--- src/rtl/ibex_pkg.sv ---
// Shared constants for the Ibex fetch/decode front end.
package ibex_pkg;

    // A halfword whose two low bits are 2'b11 starts a 32-bit instruction.
    localparam logic [1:0] INSTR_OPC_UNCOMP = 2'b11;

endpackage

--- src/rtl/ibex_instr_realigner.sv ---
// Turns word-aligned fetch words into one raw 16- or 32-bit instruction per handshake,
// stashing the upper halfword when an instruction straddles a word boundary.
module ibex_instr_realigner
    import ibex_pkg::*;
#(
    parameter bit ResetAll = 1'b0
) (
    input  logic        clk_i,
    input  logic        rst_i,
    input  logic        branch_i,
    input  logic [31:0] branch_addr_i,
    input  logic        fetch_valid_i,
    output logic        fetch_ready_o,
    input  logic [31:0] fetch_rdata_i,
    input  logic [31:0] fetch_addr_i,
    input  logic        fetch_err_i,
    output logic        out_valid_o,
    input  logic        out_ready_i,
    output logic [31:0] out_instr_o,
    output logic [31:0] out_addr_o,
    output logic        out_is_compressed_o,
    output logic        out_err_o,
    output logic        out_err_plus2_o
);

    typedef enum logic [1:0] {SEL_S1, SEL_S2, SEL_S3, SEL_S4} sel_e;

    logic        r_stash_v;
    logic        r_skip_low;
    logic        r_stash_err;
    logic [15:0] r_stash;
    logic [31:0] r_stash_addr;

    sel_e        w_sel;
    logic [31:0] w_addr_p2;
    logic        w_lo_uncomp;
    logic        w_hi_uncomp;
    logic        w_stash_uncomp;
    logic        w_valid;
    logic        w_consume;
    logic        w_fr_force;
    logic        w_stash_load;
    logic        w_stash_we;
    logic        w_accept;
    logic        w_active;
    logic [31:0] w_instr;
    logic [31:0] w_addr;
    logic        w_err;
    logic        w_err_plus2;
    logic        w_unused;

    assign w_unused       = ^{branch_addr_i[31:2], branch_addr_i[0]};
    assign w_addr_p2      = fetch_addr_i + 32'd2;
    assign w_lo_uncomp    = (fetch_rdata_i[1:0] == INSTR_OPC_UNCOMP);
    assign w_hi_uncomp    = (fetch_rdata_i[17:16] == INSTR_OPC_UNCOMP);
    assign w_stash_uncomp = (r_stash[1:0] == INSTR_OPC_UNCOMP);

    always_comb begin
        if (r_stash_v) w_sel = w_stash_uncomp ? SEL_S4 : SEL_S3;
        else           w_sel = r_skip_low     ? SEL_S1 : SEL_S2;
    end

    always_comb begin
        w_valid      = 1'b0;
        w_consume    = 1'b0;
        w_fr_force   = 1'b0;
        w_stash_load = 1'b0;
        w_instr      = fetch_rdata_i;
        w_addr       = fetch_addr_i;
        w_err        = fetch_err_i;
        w_err_plus2  = 1'b0;
        case (w_sel)
            SEL_S1: begin
                w_instr = {16'b0, fetch_rdata_i[31:16]};
                w_addr  = w_addr_p2;
                if (!w_hi_uncomp) begin
                    w_valid   = fetch_valid_i;
                    w_consume = 1'b1;
                end else begin
                    // Upper half starts a 32-bit instruction: swallow the word without a handshake.
                    w_fr_force   = fetch_valid_i;
                    w_stash_load = 1'b1;
                end
            end
            SEL_S2: begin
                w_valid   = fetch_valid_i;
                w_consume = 1'b1;
                if (!w_lo_uncomp) begin
                    w_instr      = {16'b0, fetch_rdata_i[15:0]};
                    w_stash_load = 1'b1;
                end
            end
            SEL_S3: begin
                w_valid = 1'b1;
                w_instr = {16'b0, r_stash};
                w_addr  = r_stash_addr;
                w_err   = r_stash_err;
            end
            default: begin
                w_valid      = fetch_valid_i;
                w_consume    = 1'b1;
                w_stash_load = 1'b1;
                w_instr      = {fetch_rdata_i[15:0], r_stash};
                w_addr       = r_stash_addr;
                w_err        = r_stash_err | fetch_err_i;
                w_err_plus2  = fetch_err_i & ~r_stash_err;
            end
        endcase
    end

    assign w_active      = ~branch_i & ~rst_i;
    assign out_valid_o   = w_valid & w_active;
    assign w_accept      = out_valid_o & out_ready_i;
    assign fetch_ready_o = w_active & ((w_consume & w_accept) | w_fr_force);
    assign w_stash_we    = fetch_ready_o & w_stash_load;

    assign out_instr_o         = w_instr;
    assign out_addr_o          = w_addr;
    assign out_err_o           = w_err;
    assign out_err_plus2_o     = w_err_plus2;
    assign out_is_compressed_o = (w_instr[1:0] != INSTR_OPC_UNCOMP);

    always_ff @(posedge clk_i or posedge rst_i) begin
        if (rst_i) begin
            r_stash_v   <= 1'b0;
            r_skip_low  <= 1'b0;
            r_stash_err <= 1'b0;
        end else if (branch_i) begin
            r_stash_v  <= 1'b0;
            r_skip_low <= branch_addr_i[1];
        end else begin
            if (w_stash_we) begin
                r_stash_v   <= 1'b1;
                r_stash_err <= fetch_err_i;
            end else if (w_accept && (w_sel == SEL_S3)) begin
                r_stash_v <= 1'b0;
            end
            if ((w_sel == SEL_S1) && fetch_ready_o) r_skip_low <= 1'b0;
        end
    end

    generate
        if (ResetAll) begin : g_data_rst
            always_ff @(posedge clk_i or posedge rst_i) begin
                if (rst_i) begin
                    r_stash      <= 16'b0;
                    r_stash_addr <= 32'b0;
                end else if (w_stash_we) begin
                    r_stash      <= fetch_rdata_i[31:16];
                    r_stash_addr <= w_addr_p2;
                end
            end
        end else begin : g_data_norst
            always_ff @(posedge clk_i) begin
                if (w_stash_we) begin
                    r_stash      <= fetch_rdata_i[31:16];
                    r_stash_addr <= w_addr_p2;
                end
            end
        end
    endgenerate

endmodule

--- config.mk ---
export PLATFORM = sky130hd
export DESIGN_NAME = ibex_instr_realigner
export DESIGN_NICKNAME = d
export VERILOG_FILES = /design/src/rtl/ibex_pkg.sv /design/src/rtl/ibex_instr_realigner.sv
export SDC_FILE = /design/constraint.sdc
export NUM_CORES = 1
export LEC_CHECK = 0
export ABC_CLOCK_PERIOD_IN_PS = 12500
export BUFFER_PORTS_ARGS = -buffer_cell sky130_fd_sc_hd__buf_2
export CAP_MARGIN = 20
export CORE_MARGIN = 3
export CORE_UTILIZATION = 52
export CTS_CLUSTER_DIAMETER = 80
export DETAILED_ROUTE_END_ITERATION = 10
export PLACE_DENSITY_LB_ADDON = 0.3
export RECOVER_POWER = 50
export SYNTH_ARGS = -nofsm -noshare
export SYNTH_HDL_FRONTEND = slang
export SYNTH_SLANG_ARGS = --single-unit
--- constraint.sdc ---
create_clock -name clk_i -period 12.5 [get_ports clk_i]
set_input_delay 1.875 -clock clk_i [delete_from_list [all_inputs] [get_ports clk_i]]
set_output_delay 1.875 -clock clk_i [all_outputs]
set_load 0.005 [all_outputs]
# ---- Word level (Yosys, flattened, before mapping)
# Cells that the tools add are included.
dict set report totals {
  regBits 51
  inputBits 102
}
dict set report op_classes {
  n_addsub 1
  eq_ne 6
  n_mux 22
  bitwise_logic 12
  reduce_logical 8
}
# operator count
set ops {}
lappend ops {{$pmux W32 S3} 1}
lappend ops {{$pmux W32 S2} 1}
lappend ops {{$add A32 B2 Y32 const B} 1}
lappend ops {{$mux W32} 1}
lappend ops {{$mux W1} 14}
lappend ops {{$eq A2 B2 Y1 const B} 4}
lappend ops {{$and A1 B1 Y1} 7}
lappend ops {{$pmux W1 S2} 3}
lappend ops {{$not A1 Y1} 3}
lappend ops {{$pmux W1 S3} 1}
lappend ops {{$reduce_bool A3 Y1} 1}
lappend ops {{$reduce_or A3 Y1} 1}
lappend ops {{$eq A2 B1 Y1 const B} 1}
lappend ops {{$logic_and A1 B1 Y1} 2}
lappend ops {{$logic_not A2 Y1} 1}
lappend ops {{$mux W2} 1}
lappend ops {{$ne A2 B2 Y1 const B} 1}
lappend ops {{$or A1 B1 Y1} 2}
lappend ops {{$reduce_and A2 Y1} 1}
lappend ops {{$reduce_bool A2 Y1} 1}
lappend ops {{$reduce_or A2 Y1} 1}

# ---- Logic depth before layout (Yosys ltp)
# Gate-level depths: netlist (run 1).
dict set report depth {
  depth_word 13
  mapped_depth 7
  ltp_nobuf 5
}

# ---- Worst setup path before layout (run 1)
# Ideal clock, no wire load.
dict set report synth_timing {
  path_type {input-to-output}
  start {input port fetch_addr_i[11]}
  end {output port out_addr_o[28]}
  t_arrival_ps 3390
  required_ps 10625
  slack_ps 7235
  path_stages 5
  cell_sequence {buf_4 nand4_4 or4_4 or4_1 a31oi_1}
}
dict set report synth_via {
  elab_chain_len 2
}
# element line
set synth_lines {}
lappend synth_lines {{from (decl)} ibex_instr_realigner.sv:15} ;# input logic [31:0] fetch_addr_i,
lappend synth_lines {{$add A32 B2 Y32} ibex_instr_realigner.sv:53} ;# assign w_addr_p2 = fetch_addr_i + 32'd2;
lappend synth_lines {{$pmux W32 S2} ibex_instr_realigner.sv:72} ;# case (w_sel)
lappend synth_lines {{to (decl)} ibex_instr_realigner.sv:20} ;# output logic [31:0] out_addr_o,
# No other way between the ends.

# ---- Worst setup path in the final report (run 1)
dict set report layout_timing {
  start {input port fetch_addr_i[5]}
  end {output port out_addr_o[18]}
}
# The elaborated chain is that of the path after synthesis.

==> impl_results.md, run 1 <==
- Status: finished with violations
- Failing checks: max-capacitance violations, max-slew violations
- Finished Core Util: 65.7%
- Top-Level Pins: 171
- Die height: just over 90 µm
- Critical Path RT: 10620 ps
- Initial antenna violation count: 0
- Clk sinks: 51
- Pre-CTS worst setup slack: 6800 ps
- Share of the yosys chip area belonging to registers: 39.7%
- Fin crit period: 5950 ps
- DR iter-0 viols: 257
- Final Setup Violations: 0
- Clock Latency Late Sink: 300 ps
- Post-synthesis instance area: 3820 µm²
- Residual DRC: 0
- Int Pwr: 0.312 mW
- Worst hold slack: 564 ps
- R2R Path Start: r_stash_v
- Final non-filler cell total: 631
- Pin count of the biggest net entering global routing: 79
- Setup TNS: 0 ps
- Worst hold path type: reg2reg
- Synth Warn #: 0
- Area post-placement: 4490 µm²
- Initial core utilization: between 50% and 60%
- Core Area: 6940 µm²
- Fraction of registers with async set/reset: ~6%
- Top Layer Used: met4
- Cell with the most instances after synthesis: nand2_1
- Clock Power Share: 32.1%
- # H-tree levels: 2
- Critical Path End Type: primary output
- PnR worst setup slack: 6550 ps
- Vias after detailed routing: approximately 3700
- Critical path's slowest cell: or3_1
- Top delay family on crit path: simple AND/OR/NAND/NOR gates
- Via density: 5.90
- Number of flops mapped to enable cells by yosys: 48
- Hold EP: r_stash_err
- Critical path type: in2out
- Pre-antenna DRT Iters: 5
- GPL Wtd Cong: 0.871
- P&R area growth vs syn: 19.4%
- Longest Clk Path Bufs: 2
- Post-synth net total: 523
- Period utilization: 47.6%
- Worst Tran Pin Value: 1980 ps
- Worst-path clk slew: 90 ps
- Die area: 8420 µm²
- Met3 wire length: 908 µm
- CP Data Arrival Time: around 4100 ps
- Final hold vios: 0
- Slew Limit Fails: 53
- Port Buffers: about 140
- CP Launch Type: input pin
- Die Wd: 91.8 µm
- Layout cells sized above 1: 25.6%
- Worst Path Max Fanout: 13
- Syn avg cell area: about 9.1 µm²
- FF+latch count, synth: 51
- Post-synth top flop: edfxtp_1
- Top post-synthesis cells by area: edfxtp_1, xnor2_1, nand2_1
- Post-synthesis cell count: 420
- Met2 WL: 5210 µm
- Grt ovf: 0
- Post-route cell area: 4560 µm²
- Flop pwr share: 46.2%
- Hold Path Depth: 1
- CTS Root Cell: clkbuf_8
- GRT Overall Usage: 24.4%
- P per Cell Area: roughly 93 nW/µm²
- Cts hold-fix bufs: 0
- Placed insts: 623
- WL final: 10600 µm
- Overall Power: about 0.42 mW
- Distinct cell type count after synthesis: 49
- Switch Pwr: around 0.11 mW
- Leading area contributor after synthesis: edfxtp_1
- R2R setup slack: ~7500 ps
- Inserted Clock Buffers: 5
- VDD IR-drop max: 0.0519 mV
- CP peak stage delay: 650 ps
- End of the worst register-to-register path: r_stash_addr[21]
- Crit path buf inv count: 2
- CTS resizes: 0
- Routed met1 length: 4380 µm
- Row count: 30
- Worst hold start: r_stash_err
- Switch share: between 20% and 30%
- Lkg Pwr: 1.71 nW
- Antenna Nets Post-Route: 0
- First-pass GRT wire length: roughly 17000 µm
- Vias in the first global route: 3447
- RSZ-0062 raised after global routing: no
- Fmax: 168 MHz
- Final HPWL DP: around 7800 µm
- MaxCap Viol Count: 2
- Clock skew: 8.65 ps
- CTS tree: done
- Post-synth top cells: nand2_1, edfxtp_1, o21ai_0
- Slew Limit Headroom: -31.7%
- Total Nets Final: 637
- Wirelength per Cell: between 15 and 20 µm
- Top-area cell type share of the netlist area: between 30% and 40%
- CP Cell Sequence: clkbuf_1, nand4_1, or3_1, or4_1, a31oi_1, buf_2
- Power share of the combinational group: between 20% and 30%
- Post-CTS Setup Bufs: 0
- Ant. Diodes: 0
- Worst Reg-to-Reg Cells: 5
[power by group through the flow]
stage	combinational, mW	clock [mW]	sequential [mW]
6_report	0.0924	0.136	0.196
5_1_grt	0.102	0.145	0.196
4_1_cts	0.0940	0.139	0.196
3_5_place_dp	0.0937	0	0.199
2_1_floorplan	0.0522	0	0.197
3_3_place_gp	0.0906	0	0.199
[layout by cell type (no fill, tap or decap), types with 4 or more instances in the layout]
cell type  instances
clkbuf_1          22
xnor2_1           28
or4_1             10
mux2i_1           17
o21ai_0           32
a31oi_1           12
nand3_1           23
inv_1              8
and4_1             7
a22o_1            16
buf_2            119
nand2_1           61
xor2_1            13
nor4_1             6
nor3_1             6
edfxtp_1          48
nor2_1            26
o31ai_1            9
nand4_1           19
or3_1              4
clkbuf_8           5
[cell type report]
| cell class | instances | area [µm²] |
|---|---|---|
| fillers | 594 | 2380 |
| multi-input cells | 325 | 2070 |
| flip-flops and latches | 51 | 1520 |
| repair buffers | 143 | 697 |
| well taps | 96 | 120 |
| clock buffers | 6 | 72.6 |
| clock inverters | 2 | 60.1 |
| inverters | 8 | 30.0 |
[kinds of logic (layout without fill, tap and decap cells)]
kind of cell	count (synthesis)	after routing	share of synthesized area (%)
buffers and inverters	44	159	6.02
flip-flops	51	51	39.7
multiplexers	19	19	5.04
XOR/XNOR	41	41	9.39
AND/OR/NAND/NOR	177	177	24.2
AO/OA/AOI/OAI	87	87	15.3
adder cells (fa/ha/maj)	1	1	0.327
[flip-flops by register name, summed over array words and instances (netlist names)]
name	count
r_skip_low	1
r_stash	16
r_stash_err	1
r_stash_addr	32
r_stash_v	1
[metal layers]
layer / up-vias / global-route usage [%]
met5: - / 0
li1: 1801 / -
met1: 1712 / 32.8
met4: 0 / 5.57
met3: 8 / 2.95
met2: 200 / 42.0
[worst max path at each step]
stage | start | end | slack (ps) | cells after the start
after floorplan | fetch_addr_i[11] | out_addr_o[28] | 7240 | 5
after global placement | fetch_addr_i[5] | out_addr_o[18] | 6830 | 6
after detailed placement | fetch_addr_i[1] | out_addr_o[21] | 6800 | 7
after CTS | fetch_addr_i[1] | out_addr_o[21] | 6780 | 7
after global routing | fetch_addr_i[5] | out_addr_o[18] | 6390 | 6
final | fetch_addr_i[5] | out_addr_o[18] | 6550 | 6
Note: power is estimated with default switching activity, not from simulation.
==> run 2, diff against run 1 <==
Settings changed: ABC_CLOCK_PERIOD_IN_PS 12500 to 5100, CORE_UTILIZATION 52 to 44.
Clock period 12.5 ns to 5.1 ns, I/O delays scaled along.
==> run 2 against run 1 <==
- cell area decreased by 0.44%
- the flow now finishes without violations
- critical endpoint is now r_stash_addr[5]
- total power rose by 130%
- global-route usage decreased by 3.2 points
- first-iteration DRC count is 12% lower
- core utilization decreased by 11 points
- combinational power grew 140%
==> impl_results.md, run 2 (synthesized netlist as in run 1, its figures left out) <==
- Largest register FFs: 32 (unchanged)
- Worst Tran Pin Value: 1320 ps (-655 ps)
- Biggest register: r_stash_addr
- Clk sinks: 51 (unchanged)
- Worst-path clk slew: 100 ps (about the same)
- Critical path endpoint: r_stash_addr[5]
- Pin count of the biggest net entering global routing: 79 (unchanged)
- Lkg Pwr: 1.62 nW (-5.0%)
- Leading cell types in the layout, fill and taps excluded: buf_2, nand2_1, clkbuf_1, edfxtp_1, o21ai_0
- Fin crit period: 3760 ps
- GPL Wtd Cong: 0.825 (-5.3%)
- Antenna Nets Post-Route: 0 (unchanged)
- End of the worst register-to-register path: r_stash_addr[5]
- Slew Limit Headroom: 11.9% (+44 points)
- Via density: 5.78 (-2.0%)
- Core Area: 8340 µm² (+20%)
- Vias after detailed routing: 3703 (-0.48%)
- CP Launch Type: register
- Commonest non-fill, non-tap cell in the layout: buf_2
- Placed insts: 633 (+1.6%)
- DR iter-0 viols: 227 (-12%)
- VDD IR-drop max: 0.154 mV (+200%)
- Cts hold-fix bufs: 0 (unchanged)
- Grt ovf: 0 (unchanged)
- P&R area growth vs syn: 18.8%
- MaxCap Viol Count: 0 (-2)
- Wirelength per Cell: 16.6 µm (-0.82%)
- Setup TNS: 0 ps (unchanged)
- Worst hold slack: 343 ps (-221 ps)
- CP startpoint: r_stash_v
- Fill count: 812 (+37%)
- Die height: 99.2 µm (+8.1%)
- Critical Path RT: 5110 ps (-5510 ps)
- Final HPWL DP: 7870 µm (+1.2%)
- GRT Overall Usage: 21.1% (-3.2 points)
- CTS Root Cell: clkbuf_8
- Fmax: between 200 and 300 MHz
- Period utilization: between 70 and 80%
- # H-tree levels: 2 (unchanged)
- Initial core utilization: 45.8% (-9.2 points)
- WL final: 10700 µm (+0.75%)
- Layout cells sized above 1: 20.9% (-4.7 points)
- Pre-antenna DRT Iters: 4 (-1)
- First-pass GRT wire length: 17100 µm (+1.5%)
- Initial antenna violation count: 0 (unchanged)
- Slew Limit Fails: 0 (-100%)
- Final non-filler cell total: 641 (+1.6%)
- R2R setup slack: 1340 ps (-6150 ps)
- Vias in the first global route: 3521 (+2.1%)
- Worst hold path type: in2async
- CTS tree: done
- Final Setup Violations: 0 (unchanged)
- Residual DRC: 0 (unchanged)
- Worst Reg-to-Reg Cells: 5 (unchanged)
- Biggest regs: r_stash_addr: 32 flops, r_stash: 16 flops
- Row count: 33 (+10%)
- Clock Latency Late Sink: 300 ps (about the same)
- Total Nets Final: 638 (+0.16%)
- R2R Path Start: r_stash_v
- Critical path type: reg2reg
- Area of the multi-input gates: 2080 µm² (+0.54%)
- Post-CTS Setup Bufs: 0 (unchanged)
- Top-Level Pins: 171 (unchanged)
- Overall Power: 0.986 mW (+130%)
- CTS resizes: 0 (unchanged)
- RSZ-0062 raised after global routing: no
- Final hold vios: 0 (unchanged)
- Status: complete, no violations
- Worst Path Max Fanout: 78 (+65)
- Clock skew: 10.6 ps (+1.94 ps)
- CP Data Arrival Time: 3770 ps (-310 ps)
- Die Wd: 99.2 µm (+8.1%)
- Sequential cell area: 1520 µm² (unchanged)
- Ant. Diodes: 0 (unchanged)
- Inserted Clock Buffers: 5 (unchanged)
- Die area: 9840 µm² (+17%)
- P per Cell Area: 217 nW/µm² (+130%)
- Longest Clk Path Bufs: 2 (unchanged)
- Port Buffers: 139 (unchanged)
- Critical Path End Type: register
[run 2: power by group]
part           internal, mW  switching (mW)
clock network         0.147           0.137
registers             0.469         0.00856
logic                0.0948           0.130
total                 0.711           0.276
[run 2: worst max-delay path, cell delays in order, from the launching register on]
cell,delay (ps)
dfrtp_2,360
clkbuf_2,970
and3_1,770
o211ai_1,260
a21oi_4,810
buf_12,280
[run 2: worst min-delay path by stage]
stage                start           to  depth (start not counted)
6_report             rst_i   r_skip_low                          2
5_1_grt              rst_i   r_skip_low                          2
4_1_cts              rst_i   r_skip_low                          2
3_5_place_dp   r_stash_err  r_stash_err                          1
3_3_place_gp   r_stash_err  r_stash_err                          1
2_1_floorplan  r_stash_err  r_stash_err                          1
[run 2: routing by layer]
| layer | routed length, µm | vias to the layer above | GRT usage [%] |
|---|---|---|---|
| met4 | 164 | 0 | 6.20 |
| met3 | 809 | 13 | 4.28 |
| met2 | 5090 | 161 | 35.2 |
| met5 | 0 | - | 0 |
| met1 | 4600 | 1731 | 27.9 |
| li1 | - | 1798 | - |
[run 2: metrics by stage]
stage	worst slack, ps	utilization (%)	area [µm²]
2_1_floorplan	957	-	3820
3_3_place_gp	1640	54.2	4520
3_5_place_dp	1650	54.2	4520
4_1_cts	1640	55.5	4630
5_1_grt	1020	54.5	4540
6_report	1340	54.5	4540
[run 2: area by class of cell]
cell class	count	share of cell area, %
Multi-Input combinational cell	325	45.7
Sequential cell	51	33.4
Timing Repair Buffer	144	14.9
Tap cell	105	2.89
Clock buffer	6	1.60
Clock inverter	2	0.826
Inverter	8	0.661
==> run 3, diff against run 2 <==
Settings changed: ABC_CLOCK_PERIOD_IN_PS 5100 to 3100.
Clock period 5.1 ns to 3.1 ns, I/O delays scaled along.
==> run 3 against run 2 <==
- clock skew rose by 4.4 ps
- cell count rose by 0.94%
- worst setup slack got worse by 1100 ps
- sequential share of layout area decreased by 0.48 points
- global-route usage down 1.1 points
- critical path type is now in2out
- via count up 0.22%
- core utilization grew 0.75 points
==> impl_results.md, run 3 (synthesized netlist as in run 1, its figures left out) <==
- CP peak stage delay: 610 ps (-360 ps)
- Row count: 33 (unchanged)
- Clock Latency Late Sink: 310 ps (about the same)
- Slew Limit Headroom: 37.1% (+25 points)
- CP Data Arrival Time: 2390 ps (-1380 ps)
- Final non-filler cell total: 647 (+0.94%)
- Via density: 5.74 (-0.71%)
- Placed insts: 639 (+0.95%)
- Vias in the first global route: 3357 (-4.7%)
- Largest register FFs: 32 (unchanged)
- Setup TNS: 0 ps (unchanged)
- Worst hold path type: in2async
- P&R area growth vs syn: 20.5%
- GPL Wtd Cong: 0.832 (+0.85%)
- Die height: 99.2 µm (unchanged)
- RSZ-0062 raised after global routing: no
- Clk sinks: 51 (unchanged)
- Status: complete, no violations
- Inserted Clock Buffers: 5 (unchanged)
- PnR worst setup slack: 249 ps (-1090 ps)
- Total Nets Final: 644 (+0.94%)
- Biggest register: r_stash_addr
- Residual DRC: 0 (unchanged)
- Final hold vios: 0 (unchanged)
- Area post-placement: 4560 µm² (+1.0%)
- Cts hold-fix bufs: 0 (unchanged)
- Fmax: between 300 and 400 MHz
- Die area: 9840 µm² (unchanged)
- Layout cells sized above 1: 23.8% (+2.9 points)
- # H-tree levels: 2 (unchanged)
- Clock skew: 15.0 ps (+4.43 ps)
- Port Buffers: 139 (unchanged)
- Grt ovf: 0 (unchanged)
- CTS tree: done
- Pre-CTS worst setup slack: 265 ps (-1390 ps)
- CP Launch Type: input pin
- Vias after detailed routing: 3711 (+0.22%)
- VDD IR-drop max: 0.221 mV (+44%)
- Slew Limit Fails: 0 (unchanged)
- Critical path type: in2out
- Final HPWL DP: 7700 µm (-2.2%)
- DR iter-0 viols: 173 (-24%)
- Critical path's slowest cell: or3_1
- P per Cell Area: 353 nW/µm² (+63%)
- Wirelength per Cell: 15.7 µm (-5.3%)
- Worst-path clk slew: 100 ps (about the same)
- First-pass GRT wire length: 16300 µm (-5.0%)
- Critical Path End Type: primary output
- MaxCap Viol Count: 0 (unchanged)
- Worst Path Max Fanout: 13 (-83%)
- Pre-antenna DRT Iters: 5 (+1)
- CP Cell Sequence: buf_2, nand4_1, or3_1, or4_1, a31oi_1, buf_2
- Ant. Diodes: 0 (unchanged)
- Longest Clk Path Bufs: 2 (unchanged)
- CTS resizes: 0 (unchanged)
- Lkg Pwr: 1.69 nW (+3.8%)
- Critical Path RT: 2630 ps (-2480 ps)
- Fin crit period: roughly 2900 ps
- Pin count of the biggest net entering global routing: 37 (-53%)
- Leading cell types in the layout, fill and taps excluded: buf_2, nand2_1, edfxtp_1
- Top-Level Pins: 171 (unchanged)
- Post-route cell area: 4610 µm² (+1.4%)
- Biggest regs: r_stash_addr: 32 flops, r_stash: 16 flops
- Post-CTS Setup Bufs: 0 (unchanged)
- Initial core utilization: 45.8% (unchanged)
- Final Setup Violations: 0 (unchanged)
- Die Wd: 99.2 µm (unchanged)
- GRT Overall Usage: 20.0% (-1.1 points)
- Period utilization: 92.0%
- Most frequent cell on the critical path: buf_2
- Worst Tran Pin Value: 943 ps (-378 ps)
- CTS Root Cell: clkbuf_8
- Initial antenna violation count: 0 (unchanged)
- Commonest non-fill, non-tap cell in the layout: buf_2
- Antenna Nets Post-Route: 0 (unchanged)
- WL final: 10200 µm (-4.4%)
- Core Area: 8340 µm² (unchanged)
run 3: cell types whose count changed in the layout (fill, tap and decap cells not counted), sizes merged:
cell    delta
buf       +15
clkbuf     -9
run 3: final cells by class:
cell class / count / area (µm²)
Inverter: 8 / 30.0
Clock buffer: 6 / 72.6
Sequential cell: 51 / 1520
Multi-Input combinational cell: 325 / 2090
Tap cell: 105 / 131
Timing Repair Buffer: 150 / 732
Fill cell: 818 / 3730
Clock inverter: 2 / 37.5
run 3: final timing paths:
path / from / end / slack [ps] / cells after the start
max: fetch_addr_i[3] / out_addr_o[18] / 250 / 6
min: rst_i / r_stash_v / 20 / 2
max reg2reg: r_skip_low / r_stash_addr[7] / 580 / 5
min reg2reg: r_stash_err / r_stash_err / 540 / 1
max in group asynchronous: rst_i / r_skip_low / 2920 / 2
min in group clk_i: fetch_addr_i[0] / r_stash_addr[0] / 340 / 1
run 3: through the flow:
| stage | power (mW) | hold slack, ps | utilization (%) |
|---|---|---|---|
| CTS | 1.65 | 30.9 | 56.0 |
| detailed placement | 1.19 | 367 | 54.7 |
| global route | 1.71 | 39.0 | 55.2 |
| floorplan | 1.00 | 227 | - |
| global placement | 1.18 | 369 | 54.7 |
| finish | 1.63 | 22.7 | 55.2 |
run 3: per-layer routing:
metal | wire, µm | global-route usage [%]
met1 | 4350 | 26.2
met2 | 4880 | 34.3
met3 | 778 | 3.58
met4 | 171 | 5.25
met5 | 0 | 0
run 3: report_power, final:
| part | leakage [nW] | total, mW | switching (mW) | internal (mW) |
|---|---|---|---|---|
| registers | 0.472 | 0.782 | 0.0101 | 0.772 |
| logic | 1.16 | 0.376 | 0.215 | 0.161 |
| clock network | 0.0514 | 0.468 | 0.227 | 0.241 |
run 3: critical path: cells and delay by family:
family | cells | cell delay (ps)
buf+inv | 2 | 340
compound gates | 1 | 230
simple gates | 3 | 1350
